**config.mk**
```make
export PLATFORM = sky130hd
export DESIGN_NAME = raster_streamer
export DESIGN_NICKNAME = d
export VERILOG_FILES = /design/src/rtl/raster_streamer_pkg.sv /design/src/rtl/raster_counter.sv /design/src/rtl/raster_streamer.sv
export SDC_FILE = /design/constraint.sdc
export NUM_CORES = 1
export LEC_CHECK = 0
export CAP_MARGIN = 20
export CORE_ASPECT_RATIO = 0.7
export CORE_UTILIZATION = 46
export CTS_CLUSTER_SIZE = 8
export DETAILED_ROUTE_END_ITERATION = 7
export PLACE_DENSITY = 0.85
export SLEW_MARGIN = 10
export SYNTH_ARGS = -nofsm -noshare
export SYNTH_HDL_FRONTEND = slang
export SYNTH_SLANG_ARGS = --single-unit
```
**constraint.sdc**
```tcl
create_clock -name clk -period 2.3 [get_ports clk]
set_input_delay 0.345 -clock clk [delete_from_list [all_inputs] [get_ports clk]]
set_output_delay 0.345 -clock clk [all_outputs]
set_load 0.01 [all_outputs]
```
**src/rtl/raster_streamer_pkg.sv**
```systemverilog
// Shared types and helpers for the raster frame-source sequencer.
package raster_streamer_pkg;

  localparam int COORD_W = 16;

  typedef enum logic [2:0] {
    RS_IDLE,
    RS_PRIME,
    RS_STREAM,
    RS_FLUSH,
    RS_DONE
  } rs_state_e;

  function automatic logic [COORD_W-1:0] coord(input int v);
    return COORD_W'(v);
  endfunction

endpackage

```
**src/rtl/raster_counter.sv**
```systemverilog
// Raster x/y position counter; x wraps at FRAME_WIDTH and carries into y.
module raster_counter
  import raster_streamer_pkg::*;
#(
  parameter int FRAME_WIDTH  = 640,
  parameter int FRAME_HEIGHT = 480
) (
  input  logic               clk,
  input  logic               reset,
  input  logic               clr_i,
  input  logic               adv_i,
  output logic [COORD_W-1:0] x_o,
  output logic [COORD_W-1:0] y_o,
  output logic               last_o
);

  logic [COORD_W-1:0] x_q;
  logic [COORD_W-1:0] y_q;

  always_ff @(posedge clk) begin
    if (reset || clr_i) begin
      x_q <= '0;
      y_q <= '0;
    end else if (adv_i) begin
      if (x_q == coord(FRAME_WIDTH - 1)) begin
        x_q <= '0;
        y_q <= y_q + 1'b1;
      end else begin
        x_q <= x_q + 1'b1;
      end
    end
  end

  assign x_o    = x_q;
  assign y_o    = y_q;
  assign last_o = (x_q == coord(FRAME_WIDTH - 1)) && (y_q == coord(FRAME_HEIGHT - 1));

endmodule

```
**src/rtl/raster_streamer.sv**
```systemverilog
// Reads a frame from one-cycle-latency memory in raster order, emits one beat
// per unstalled cycle, then appends zero flush beats before pulsing done.
module raster_streamer
  import raster_streamer_pkg::*;
#(
  parameter int FRAME_WIDTH  = 640,
  parameter int FRAME_HEIGHT = 480,
  parameter int ADDR_WIDTH   = 19,
  parameter int PIXEL_SIZE   = 24,
  parameter int FLUSH_CYCLES = FRAME_WIDTH + 2
) (
  input  logic                  clk,
  input  logic                  reset,
  input  logic                  start,
  input  logic                  stall,
  output logic [ADDR_WIDTH-1:0] mem_addr,
  input  logic [PIXEL_SIZE-1:0] mem_data,
  output logic                  en,
  output logic [COORD_W-1:0]    x,
  output logic [COORD_W-1:0]    y,
  output logic [PIXEL_SIZE-1:0] data,
  output logic                  busy,
  output logic                  done
);

  rs_state_e             state_q;
  logic [ADDR_WIDTH-1:0] mem_addr_q;
  logic                  en_q;
  logic                  zero_q;
  logic [COORD_W-1:0]    x_q;
  logic [COORD_W-1:0]    y_q;
  logic [PIXEL_SIZE-1:0] data_q;
  logic                  busy_q;
  logic                  done_q;

  logic               cnt_clr_d;
  logic               issue_d;
  logic               flush_end_d;
  logic [COORD_W-1:0] cnt_x;
  logic [COORD_W-1:0] cnt_y;
  logic               cnt_last;

  // The counter is cleared on entry to FLUSH and then counts flush beats;
  // flush is complete once it has advanced FLUSH_CYCLES times.
  assign flush_end_d = (cnt_y == coord(FLUSH_CYCLES / FRAME_WIDTH)) &&
                       (cnt_x == coord(FLUSH_CYCLES % FRAME_WIDTH));
  assign issue_d     = !stall && ((state_q == RS_STREAM) ||
                                  (state_q == RS_FLUSH && !flush_end_d));
  assign cnt_clr_d   = (state_q == RS_IDLE && start) ||
                       (state_q == RS_STREAM && issue_d && cnt_last);

  raster_counter #(
    .FRAME_WIDTH (FRAME_WIDTH),
    .FRAME_HEIGHT(FRAME_HEIGHT)
  ) u_counter (
    .clk   (clk),
    .reset (reset),
    .clr_i (cnt_clr_d),
    .adv_i (issue_d),
    .x_o   (cnt_x),
    .y_o   (cnt_y),
    .last_o(cnt_last)
  );

  always_ff @(posedge clk) begin
    if (reset) begin
      state_q    <= RS_IDLE;
      mem_addr_q <= '0;
      en_q       <= 1'b0;
      zero_q     <= 1'b0;
      x_q        <= '0;
      y_q        <= '0;
      data_q     <= '0;
      busy_q     <= 1'b0;
      done_q     <= 1'b0;
    end else begin
      en_q   <= issue_d;
      zero_q <= issue_d && (state_q == RS_FLUSH);
      data_q <= data;
      done_q <= 1'b0;
      if (issue_d) begin
        x_q <= cnt_x;
        y_q <= (state_q == RS_FLUSH) ? coord(FRAME_HEIGHT) : cnt_y;
      end
      case (state_q)
        RS_IDLE: begin
          if (start) begin
            state_q    <= RS_PRIME;
            mem_addr_q <= '0;
            busy_q     <= 1'b1;
          end
        end
        RS_PRIME: state_q <= RS_STREAM;
        RS_STREAM: begin
          if (issue_d) begin
            if (cnt_last) state_q <= RS_FLUSH;
            else          mem_addr_q <= mem_addr_q + 1'b1;
          end
        end
        RS_FLUSH: begin
          if (flush_end_d) begin
            state_q <= RS_DONE;
            done_q  <= 1'b1;
          end
        end
        RS_DONE: begin
          state_q <= RS_IDLE;
          busy_q  <= 1'b0;
        end
        default: state_q <= RS_IDLE;
      endcase
    end
  end

  assign mem_addr = mem_addr_q;
  assign en       = en_q;
  assign x        = x_q;
  assign y        = y_q;
  assign busy     = busy_q;
  assign done     = done_q;
  assign data     = en_q ? (zero_q ? '0 : mem_data) : data_q;

endmodule

```
==> impl_results.md, run 1 <==
- Area share of the largest cell type after synthesis: 44.0%
- Pwr/cell area: 650 nW/µm²
- Share of cells above drive strength 1: 22.8%
- Synth cell count leaders: 114 x dfxtp_1, 89 x nand2_1, 59 x a21oi_1, 44 x o21ai_0, 35 x nor2_1
- Synth Cell Area: 5190 µm²
- Critical Path RT: 2640 ps
- Post-synth EDFFs: 0
- HPWL Detailed: 9940 µm
- Leakage: 2.98 nW
- Ys flop type: dfxtp_1
- Leading area contributor after synthesis: dfxtp_1
- Setup Viol. Count Final: 45
- Die Width: 129 µm
- Cell with the most instances after synthesis: dfxtp_1
- Final WS setup: -142 ps
- Crit path kind: flop to flop
- Avg Cell Area, Syn: 8.09 µm²
- Largest net degree at the start of global routing: 33
- DRC: 0
- TritonRoute pass-1 iters: 6
- Final nets: 818
- DR vias: 5470
- Worst Path Max Fanout: 15
- Distinct cells, synth: 58
- Final min period: 2440 ps
- Longest Clk Path Bufs: 2
- Final Power: 5.09 mW
- Layout Cell Area excl Fill: 7830 µm²
- Final clock skew: 6.22 ps
- Rows: 32
- Vias per cell: 5.75
- CTS tree: built
- Seq/Total Area, Yosys: 44.0%
- Top cells by area, synth: dfxtp_1 44%, nand2_1 6.4%, a21oi_1 5.7%
- Max VDD drop: 0.510 mV
- Post-route clock period utilization: 106%
- Routed len/inst: 17.5 µm
- YS warnings: 0
- Gr ovfl total: 0
- Placed Area: 6590 µm²
- Initial core utilization: 47.1%
- Async S/R FF share, synth: 0%
- Initial DRC count: 559
- Core area: 11000 µm²
- Slew @ Worst Pin: 761 ps
- #FFs+latches synth: 114
- First-pass GRT wire length: 23700 µm
- RSZ-0062 raised after global routing: true
- Clk slew on worst S/H paths: 60 ps
- Synth Instances: 642
- Root buffer cell: clkbuf_16
- Syn_nets: 675
- Htree depth: 4
- Antenna viol nets, final: 0
- Failing checks: setup timing
- Area grow syn2layout: 50.8%
- Status: finished with violations
- Hold Path Class: primary input to flop
- WP data arrival: 2780 ps
- Clk_lat worst skew: 410 ps
- Global Route Usage Sum: 25.8%
- GPL Wtd Cong: 0.818
- Hold Vio Cnt, Final: 0
- Rel. slew slack: 48.9%
- Ant diodes: 0
- WL final: 16600 µm
- Startpoint types: flop
- Die ar.: 11700 µm²
- Max-cap violations: 0
- Critical Path End Type: flop
- CTS Sinks: 114
- Number of buffers created by CTS: 17
- Max Fclk: 0.409 GHz
- IO Pins: 106
- Max-slew violations: 0
- Number of global-route vias before repair: 4934
- Antenna violations before repair: 0
- Vert. Die Dim: 90.9 µm
- # port buffers: 105
-- through the flow --
step | std cells | setup TNS [ps] | setup slack (ps) | hold slack [ps] | utilization (%)
floorplan | 642 | 0 | 9.64 | 457 | -
global route | 951 | -5220 | -236 | 247 | 71.1
detailed placement | 903 | -79.7 | -61.6 | 447 | 59.9
CTS | 937 | -55.6 | -17.4 | 212 | 65.6
finish | 951 | -2730 | -142 | 237 | 71.1
global placement | 903 | 0 | 35.2 | 446 | 59.9
-- layer usage --
metal,vias to the layer above,part of all wire (%),track usage [%]
met1,2595,43,34.0
li1,2552,-,-
met3,41,7.3,6.16
met5,-,0,0
met2,282,47,39.8
met4,0,2.2,11.3
-- placed cells by master (no fill, tap or decap), types with 14 or more instances in the layout --
cell | synthesis | routed
nand4_1 | 14 | 14
nor2_1 | 35 | 34
o21ai_0 | 44 | 41
buf_4 | 4 | 41
nor3_1 | 24 | 18
nor2b_1 | 31 | 30
dfxtp_1 | 114 | 110
a21oi_2 | 2 | 25
inv_1 | 29 | 28
nand2_1 | 89 | 79
nand3_1 | 29 | 28
a21oi_1 | 59 | 36
clkdlybuf4s50_1 | 0 | 84
dlymetal6s2s_1 | 0 | 20
clkbuf_16 | 0 | 21
-- logic make-up after synthesis --
logic type | Yosys count | synth area share (%)
flip-flops | 114 | 44.0
multiplexers | 2 | 0.410
buffers and inverters | 70 | 6.31
AND/OR/NAND/NOR | 294 | 30.0
adder cells (fa/ha/maj) | 5 | 1.21
XOR/XNOR | 7 | 1.18
AO/OA/AOI/OAI | 150 | 16.9
-- registers in the layout (all words and copies together), names as in the netlist --
signal         count
data_q            24
mem_addr          19
u_counter.x_o     16
u_counter.y_o     16
x                 16
y                 16
state_q            3
busy               1
done               1
en                 1
zero_q             1
-- worst paths after layout --
check	to	slack, ps	from	cells after the start
max	x[5]	-140	u_counter.x_o[0]	9
min	mem_addr[13]	240	reset	2
min reg2reg	x[9]	460	x[9]	2
max reg2reg	x[5]	-140	u_counter.x_o[0]	9
-- where the power goes --
| part | switching [mW] | internal, mW | total [mW] | leakage, nW |
|---|---|---|---|---|
| Clock | 0.982 | 1.63 | 2.62 | 0.287 |
| Combinational | 0.249 | 0.213 | 0.461 | 1.77 |
| Sequential | 0.0158 | 2.00 | 2.01 | 0.922 |
-- worst max-delay path, cell delays in order, from the launching register on --
cell,delay [ps]
dfxtp_2,330
inv_2,80
ha_4,130
or4b_4,470
or4_4,480
o21ai_4,290
buf_4,180
clkbuf_16,170
nand2_1,80
a21oi_1,160
-- final cells by class --
class	instances	area (µm²)
clock buffers	18	439
clock inverters	14	155
fillers	763	3180
inverters	29	109
multi-input cells	458	2940
flip-flops and latches	114	2290
well taps	153	191
repair buffers	165	1710
-- timing repair --
item	CTS	global route
pin swaps	3	43
setup endpoints to repair	51	93
setup buffers	2	8
gates cloned	0	6
hold buffers	0	0
gates resized for setup	4	112
No activity file was read; power rests on OpenSTA's default activity.
==> run 2, diff against run 1 <==
Settings changed: CORE_MARGIN from default to 1, HOLD_SLACK_MARGIN from default to 0.06.
==> results of run 2 <==
Final layout, timing and power as in run 1 (identical DEF).
==> run 3, diff against run 2 <==
Settings changed: CORE_MARGIN 1 to 2.
==> impl_results.md, run 3 (same netlist as run 1, synthesis figures left out) <==
- Max VDD drop: 0.632 mV
- IO Pins: 106
- Initial DRC count: 561
- Startpoint types: flop
- Max Fclk: 0.413 GHz
- Critical R2R Launch: u_counter.x_o[0]
- First-pass GRT wire length: 25000 µm
- Root buffer cell: clkbuf_16
- Max-slew violations: 0
- Largest register FFs: 24
- Layout Cell Area excl Fill: 7730 µm²
- Core area: 11000 µm²
- Worst Path Max Fanout: 11
- Setup Viol. Count Final: 36
- Commonest non-fill, non-tap cell in the layout: dfxtp_1
- Antenna viol nets, final: 0
- Leakage: 2.93 nW
- Htree depth: 4
- Final WS setup: -121 ps
- Vert. Die Dim: 92.9 µm
- WP data arrival: 2710 ps
- # port buffers: 105
- CTS tree: built
- Hold path start: reset
- Final clock skew: 7.57 ps
- Gr ovfl total: 0
- Hold Path Class: primary input to flop
- CTS Sinks: 114
- Critical path startpoint: u_counter.x_o[0]
- Antenna violations before repair: 0
- Global Route Usage Sum: 26.2%
- Rows: 32
- Pwr/cell area: 672 nW/µm²
- HPWL Detailed: 10100 µm
- TritonRoute pass-1 iters: 6
- Routed len/inst: 18.3 µm
- Crit path kind: flop to flop
- Hold Vio Cnt, Final: 0
- Critical Path End Type: flop
- Die Width: 131 µm
- Clk_lat worst skew: 410 ps
- FF-to-FF End: u_counter.y_o[6]
- Inst Count DP: 907
- Placed Area: 6620 µm²
- Slew @ Worst Pin: 599 ps
- Crit path capture: u_counter.y_o[6]
- Largest net degree at the start of global routing: 33
- Critical Path RT: 2590 ps
- Rel. slew slack: 59.7%
- Max-cap violations: 0
- Longest Clk Path Bufs: 2
- Initial core utilization: 47.1%
- WL final: 17400 µm
- Post-route clock period utilization: 105%
- DR vias: 5648
- Area grow syn2layout: 48.9%
- Number of global-route vias before repair: 5118
- Vias per cell: 5.93
- Most frequent cells in the layout: 110 x dfxtp_1, 88 x nand2_1, 86 x clkdlybuf4s50_1, 44 x buf_4, 43 x a21oi_1
- Die ar.: 12200 µm²
- Worst-case reg-to-reg path depth: 9
- RSZ-0062 raised after global routing: true
- DRC: 0
- Final nets: 820
- Final min period: 2420 ps
- Share of cells above drive strength 1: 20.3%
- Most flops, register: data_q
- Clk slew on worst S/H paths: 60 ps
- Ant diodes: 0
- Failing checks: setup timing
- Number of buffers created by CTS: 17
- Status: finished with violations
- R2R Setup Slk: -120 ps
- Final cell count without fillers: 953
- GPL Wtd Cong: 0.877
==> run 3: critical path, stage by stage (launching register included) <==
cell	delay, ps
dfxtp_2	330
inv_2	70
ha_4	110
or4b_4	470
or4_4	550
o21ai_4	270
buf_6	170
clkbuf_16	150
or4_1	100
a21oi_1	70
==> run 3: worst min path at each step <==
stage                     slack, ps  cells after the start           end
after CTS                       210                      2  mem_addr[14]
after detailed placement        450                      2          y[2]
after global routing            230                      2  mem_addr[14]
after floorplan                 460                      2         x[15]
final                           240                      2  mem_addr[14]
after global placement          440                      2          y[2]
==> run 3: cell type report <==
type / count / area, µm²
clock buffers: 20 / 457
clock inverters: 12 / 158
fillers: 743 / 3280
inverters: 29 / 109
multi-input cells: 458 / 2810
flip-flops and latches: 114 / 2290
well taps: 153 / 191
repair buffers: 167 / 1710
==> run 3: timing repair <==
action | 4_1_cts | 5_1_grt
resized for setup | 12 | 73
pin swaps | 8 | 21
buffers inserted | 2 | 6
endpoints found under the setup margin | 32 | 94
hold buffers | 0 | 0
gates cloned | 2 | 5
==> run 3: per-layer routing <==
| metal | GRT usage, % | part of all wire [%] | vias to the layer above |
|---|---|---|---|
| met3 | 7.05 | 9.2 | 89 |
| met2 | 41.2 | 46 | 365 |
| li1 | - | - | 2558 |
| met4 | 10.1 | 3.7 | 0 |
| met5 | 0 | 0 | - |
| met1 | 34.2 | 41 | 2636 |
==> run 3: power breakdown <==
part	internal, mW	switching [mW]
Sequential	2.00	0.0155
Clock	1.76	0.960
Combinational	0.210	0.250
Total	3.97	1.23
==> run 3: stage by stage <==
step / setup slack (ps) / utilization (%) / hold WS, ps / power (mW) / TNS (ps)
floorplan: 9.64 / - / 457 / 2.25 / 0
CTS: -3.77 / 66.7 / 213 / 5.15 / -3.98
global placement: 21.6 / 60.1 / 442 / 2.42 / 0
finish: -121 / 70.2 / 244 / 5.20 / -2120
global route: -169 / 70.2 / 231 / 5.33 / -6150
detailed placement: -69.3 / 60.1 / 448 / 2.43 / -244
